### src/rtl/ahb_pkg.sv
// Shared AHB encodings, arbiter state type and burst-length helper.
package ahb_pkg;

    typedef enum logic [1:0] {
        HTRANS_IDLE   = 2'b00,
        HTRANS_BUSY   = 2'b01,
        HTRANS_NONSEQ = 2'b10,
        HTRANS_SEQ    = 2'b11
    } htrans_e;

    typedef enum logic [2:0] {
        HBURST_SINGLE = 3'b000,
        HBURST_INCR   = 3'b001,
        HBURST_WRAP4  = 3'b010,
        HBURST_INCR4  = 3'b011,
        HBURST_WRAP8  = 3'b100,
        HBURST_INCR8  = 3'b101,
        HBURST_WRAP16 = 3'b110,
        HBURST_INCR16 = 3'b111
    } hburst_e;

    typedef enum logic {
        HRESP_OKAY  = 1'b0,
        HRESP_ERROR = 1'b1
    } hresp_e;

    typedef enum logic [1:0] {
        ARB_IDLE,
        ARB_OWN,
        ARB_BURST
    } arb_state_e;

    localparam int BEAT_W = 5;

    // Fixed burst length in beats; 0 for SINGLE and undefined-length INCR.
    function automatic logic [BEAT_W-1:0] burst_len(input logic [2:0] hburst);
        case (hburst)
            HBURST_WRAP4,  HBURST_INCR4:  return BEAT_W'(4);
            HBURST_WRAP8,  HBURST_INCR8:  return BEAT_W'(8);
            HBURST_WRAP16, HBURST_INCR16: return BEAT_W'(16);
            default:                      return '0;
        endcase
    endfunction

endpackage

### src/rtl/ahb_rr_picker.sv
// Combinational round-robin search: first set request at or after start, wrapping.
module ahb_rr_picker #(
    parameter int N  = 4,
    parameter int MW = $clog2(N)
) (
    input  logic [N-1:0]  req,
    input  logic [MW-1:0] start,
    output logic          found,
    output logic [MW-1:0] idx
);

    logic [N-1:0] rot;

    generate
        for (genvar gi = 0; gi < N; gi++) begin : g_rot
            logic [MW-1:0] pos;
            assign pos     = MW'((int'(start) + gi) % N);
            assign rot[gi] = req[pos];
        end
    endgenerate

    // Walk downwards so the smallest offset from start is the one that sticks.
    always_comb begin
        found = 1'b0;
        idx   = '0;
        for (int i = N - 1; i >= 0; i--) begin
            if (rot[i]) begin
                found = 1'b1;
                idx   = MW'((int'(start) + i) % N);
            end
        end
    end

endmodule

### src/rtl/ahb_arbiter.sv
// Round-robin AHB bus arbiter with burst hold; locked transfers need AHB_ARB_LOCK_EN.
module ahb_arbiter
    import ahb_pkg::*;
#(
    parameter int NUM_MASTERS = 4,
    parameter int MW          = $clog2(NUM_MASTERS)
) (
    input  logic                   clk,
    input  logic                   hreset,
    input  logic [NUM_MASTERS-1:0] hbusreq,
    input  logic [NUM_MASTERS-1:0] hlock,
    input  logic [1:0]             htrans,
    input  logic [2:0]             hburst,
    input  logic                   hready,
    input  logic                   hresp,
    output logic [NUM_MASTERS-1:0] hgrant,
    output logic [MW-1:0]          hmaster,
    output logic                   hmastlock
);

    arb_state_e             state_reg, state_next;
    logic [MW-1:0]          master_reg, master_next;
    logic [NUM_MASTERS-1:0] grant_reg, grant_next;
    logic [BEAT_W-1:0]      beat_reg, beat_next;
    logic                   lock_reg, lock_next;
    logic [BEAT_W-1:0]      blen;
    logic [MW-1:0]          start_idx, pick_idx;
    logic                   pick_found, owner_req, lock_hold, rearb;

    assign owner_req = hbusreq[master_reg];
    assign blen      = burst_len(hburst);
    assign start_idx = (master_reg == MW'(NUM_MASTERS - 1)) ? '0 : master_reg + 1'b1;

    ahb_rr_picker #(
        .N  (NUM_MASTERS),
        .MW (MW)
    ) u_picker (
        .req   (hbusreq),
        .start (start_idx),
        .found (pick_found),
        .idx   (pick_idx)
    );

`ifdef AHB_ARB_LOCK_EN
    assign lock_hold = hlock[master_reg] & owner_req;
    assign lock_next = hready ? hlock[master_reg] : lock_reg;
`else
    logic unused_hlock;
    assign unused_hlock = ^hlock;
    assign lock_hold    = 1'b0;
    assign lock_next    = 1'b0;
`endif

    always_comb begin
        rearb       = 1'b0;
        state_next  = state_reg;
        master_next = master_reg;
        beat_next   = beat_reg;
        if (hready) begin
            case (state_reg)
                ARB_IDLE: begin
                    if (|hbusreq) rearb = 1'b1;
                end
                ARB_OWN: begin
                    if (htrans == HTRANS_NONSEQ) begin
                        if (hburst == HBURST_SINGLE) begin
                            rearb = 1'b1;
                        end else if (blen != '0) begin
                            state_next = ARB_BURST;
                            beat_next  = BEAT_W'(1);
                        end
                    end else if (!owner_req && htrans == HTRANS_IDLE) begin
                        rearb = 1'b1;
                    end
                end
                ARB_BURST: begin
                    // ERROR is checked first so it beats a coincident last beat.
                    if (hresp == HRESP_ERROR) begin
                        state_next = ARB_OWN;
                        beat_next  = '0;
                    end else if (htrans == HTRANS_SEQ) begin
                        if (beat_reg == blen - 1'b1) rearb = 1'b1;
                        else beat_next = beat_reg + 1'b1;
                    end
                end
                default: state_next = ARB_IDLE;
            endcase

            if (rearb) begin
                beat_next = '0;
                if (lock_hold) begin
                    state_next = ARB_OWN;
                end else if (pick_found) begin
                    master_next = pick_idx;
                    state_next  = ARB_OWN;
                end else begin
                    master_next = '0;
                    state_next  = ARB_IDLE;
                end
            end
        end
        grant_next              = '0;
        grant_next[master_next] = 1'b1;
    end

    always_ff @(posedge clk or posedge hreset) begin
        if (hreset) begin
            state_reg  <= ARB_IDLE;
            master_reg <= '0;
            grant_reg  <= NUM_MASTERS'(1);
            beat_reg   <= '0;
            lock_reg   <= 1'b0;
        end else begin
            state_reg  <= state_next;
            master_reg <= master_next;
            grant_reg  <= grant_next;
            beat_reg   <= beat_next;
            lock_reg   <= lock_next;
        end
    end

    assign hgrant    = grant_reg;
    assign hmaster   = master_reg;
    assign hmastlock = lock_reg;

endmodule
### config.mk
export PLATFORM = sky130hd
export DESIGN_NAME = ahb_arbiter
export DESIGN_NICKNAME = d
export VERILOG_FILES = /design/src/rtl/ahb_pkg.sv /design/src/rtl/ahb_rr_picker.sv /design/src/rtl/ahb_arbiter.sv
export SDC_FILE = /design/constraint.sdc
export NUM_CORES = 1
export LEC_CHECK = 0
export ABC_AREA = 1
export CORE_MARGIN = 4
export CORE_UTILIZATION = 50
export DETAILED_ROUTE_END_ITERATION = 6
export PLACE_DENSITY_LB_ADDON = 0.3
export SLEW_MARGIN = 40
export SYNTH_ARGS = -nofsm -noshare
export SYNTH_HDL_FRONTEND = slang
export SYNTH_HIERARCHICAL = 1
export SYNTH_SLANG_ARGS = --single-unit
export TNS_END_PERCENT = 5
### constraint.sdc
create_clock -name clk -period 3 [get_ports clk]
set_input_delay 0.6 -clock clk [delete_from_list [all_inputs] [get_ports clk]]
set_output_delay 0.6 -clock clk [all_outputs]
set_load 0.005 [all_outputs]
==> results.md <==
* Setup bufs post-CTS at 0
* Ant diodes at 0
* Lkg Pwr at 0.830 nW
* Clock period minus worst slack at 2.79 ns
* Via/cell ratio at 4.96
* Largest net degree at the start of global routing at 14
* Sw Share at 51.4%
* Ports at 24
* Routed via count at 1264
* Die area at 3420 sq um
* WL final at 2770 um
* EDFF count, synth at 0
* Avg Cell Area, Syn at 6.43 sq um
* Remaining Overflow, GRT at 0
* DP Cell Count at 251
* Power, Total at 0.00142 W
* P_sw at 0.000729 W
* Drt wl/cell at 10.9 um
* Reg2reg end: hgrant[2]
* Largest cells by area after synthesis: dfrtp_1 24%, nand2_1 17%, nand3_1 8.3%
* Cell Area, Synth at 1270 sq um
* Dominant synthesized flop cell: dfrtp_1
* Sink Count at 13
* First-pass GRT wire length at 4950 um
* Die H at 58.4 um
* CORE AREA at 2450 sq um
* Max reg flops at 5
* Max-capacitance violation count at 0
* Register area share after synthesis at 25.7%
* Final HPWL DP at 2280 um
* Seq pwr share at 19.8%
* Area grow syn2layout at 21.9%
* Initial cell density of the core at 51.8%
* Yosys top cell area share at 23.6%
* CTS Root Cell: clkbuf_4
* Crit path kind: in2reg
* Final std cells w/o fill at 255
* Commonest non-fill, non-tap cell in the layout: nand2_1
* Worst Setup End Kind: flip-flop
* Slew Limit Fails at 0
* Yosys reg bits at 13
* Setup violations, final at 0
* Internal power at 0.000689 W
* Period utilisation layout at 93.1%
* Hold WC Path Type: reg2reg
* Register-to-Register Path Depth at 16
* DP Area at 1520 sq um
* Number of library cell types mapped by synthesis at 33
* Crit path DAT at 3.01 ns
* CP startpoint kind: input port
* Router iterations before antenna repair at 4
* Pre-CTS setup slack at -0.0711 ns
* Critical Path RT at 3.22 ns
* CTS max path bufs at 2
* Cell taking the most area after synthesis: dfrtp_1
* Run status: finished, final reports clean
* Drc violations at 0
* First DRT Iteration DRCs at 74
* Cts repair resizes at 0
* Synth Instances at 198
* Maximum VDD drop at 0.724 mV
* # H-tree levels at 1
* RSZ-0062 raised after global routing: no
* Cell Pwr Density at 914 nW/um^2
* Post-CTS Hold Buffers at 0
* Critical Path Start: hburst[2]
* Clk Latency, worst-skew pair at 0.28 ns
* Setup crit end: beat_reg[1]
* Global Route Usage Sum at 18.4%
* Nets at 247
* Share of layout cells above drive strength 1 at 21.3%
* Antenna violations before repair at 0
* Design area at 1550 sq um
* Skew final at 0.00188 ns
* Leading cell types in the layout, fill and taps excluded: 57 x nand2_1, 25 x inv_1, 21 x nand3_1, 18 x clkdlybuf4s50_1, 14 x nor2_1
* Port bufs at 18
* CTS Buf Count at 3
* FP Rows at 18
* R2R setup slack at 0.91 ns
* Crit Reg-Reg Startpoint: hmaster[0]
* Clock power share at 7.5%
* Worst Path Max Fanout at 6
* Power share of the combinational group at 72.6%
* Slack of the critical path at 0.206 ns
* CTS tree: yes
* Async S/R FF share, synth at 100%
* Chip Width at 58.4 um
* Syn_nets at 219
* Yosys warns at 6
* Worst-path clk slew at 0.08 ns
* Final GP Congestion at 0.911
* Post-route ant nets at 0
* FMAX at 358 MHz
* Vias in the first global route at 1234
* Hold Fails Final Rpt at 0
* WHS at 0.560 ns
-- cell families after synthesis --
group | count (synthesis) | synth area share, %
compound gates | 16 | 8.75
fa+ha+maj | 4 | 3.93
buf+inv | 38 | 12.4
flops | 13 | 25.7
other cells | 1 | 0.295
simple gates | 126 | 49.0
-- worst min-delay path by stage --
stage                 startpoint            to  slack, ns  cells after the start
floorplan                 hreset   beat_reg[0]       0.48                      1
global placement    state_reg[0]  state_reg[0]       0.54                      2
CTS                 state_reg[1]  state_reg[1]       0.57                      2
global route        state_reg[0]  state_reg[0]       0.62                      2
finish              state_reg[0]  state_reg[0]       0.56                      2
detailed placement  state_reg[1]  state_reg[1]       0.55                      2
-- critical path, stage by stage --
cell and delay (ns):
clkdlybuf4s50_1 0.49, inv_2 0.04, or2_2 0.27, ha_1 0.18, ha_1 0.30, inv_1 0.04
nand2_1 0.07, nand3_2 0.07, nor2_2 0.12, nand3_2 0.11, nand2_2 0.10, inv_4 0.06
nand4_2 0.07, nand3_2 0.16, nor2_4 0.18, nand2_1 0.08, nand2_1 0.07
-- per-stage QoR --
step / utilization (%) / TNS, ns
5_1_grt: 63.2 / 0
3_5_place_dp: 62.1 / -0.492
6_report: 63.2 / 0
3_3_place_gp: 62.1 / -0.131
4_1_cts: 63.2 / 0
2_1_floorplan: - / 0
-- power groups by stage --
stage | logic, W | registers [W] | clock network, W
after floorplan | 0.000772 | 0.000284 | 0
after global placement | 0.000986 | 0.000283 | 0
after detailed placement | 0.00102 | 0.000285 | 0
after CTS | 0.00103 | 0.000282 | 0.000113
after global routing | 0.00117 | 0.000292 | 0.000121
final | 0.00103 | 0.000281 | 0.000107
-- layout make-up --
class | instances | area (sq um)
repair buffers | 25 | 233
clock inverters | 1 | 5.00
clock buffers | 3 | 22.5
well taps | 30 | 37.5
flip-flops and latches | 13 | 327
fillers | 223 | 903
multi-input cells | 147 | 788
inverters | 36 | 139
-- layer usage --
metal  share of wire (%)  track usage (%)  up-vias
met4                 2.5             9.60        0
met2                  46             30.6       33
met5                   0                0        -
met1                  48             24.2      542
li1                    -                -      682
met3                 3.9            0.877        7
-- cells in the mapped netlist, types with 4 or more instances --
library cell   n
nand2_1       57
nor3_1         4
ha_1           4
dfrtp_1       12
inv_2          9
nor2_1        14
nand2_2        8
nand3_1       21
nand4_1        5
inv_1         25
o21bai_1       5
Power figures use the tool's default switching activity.
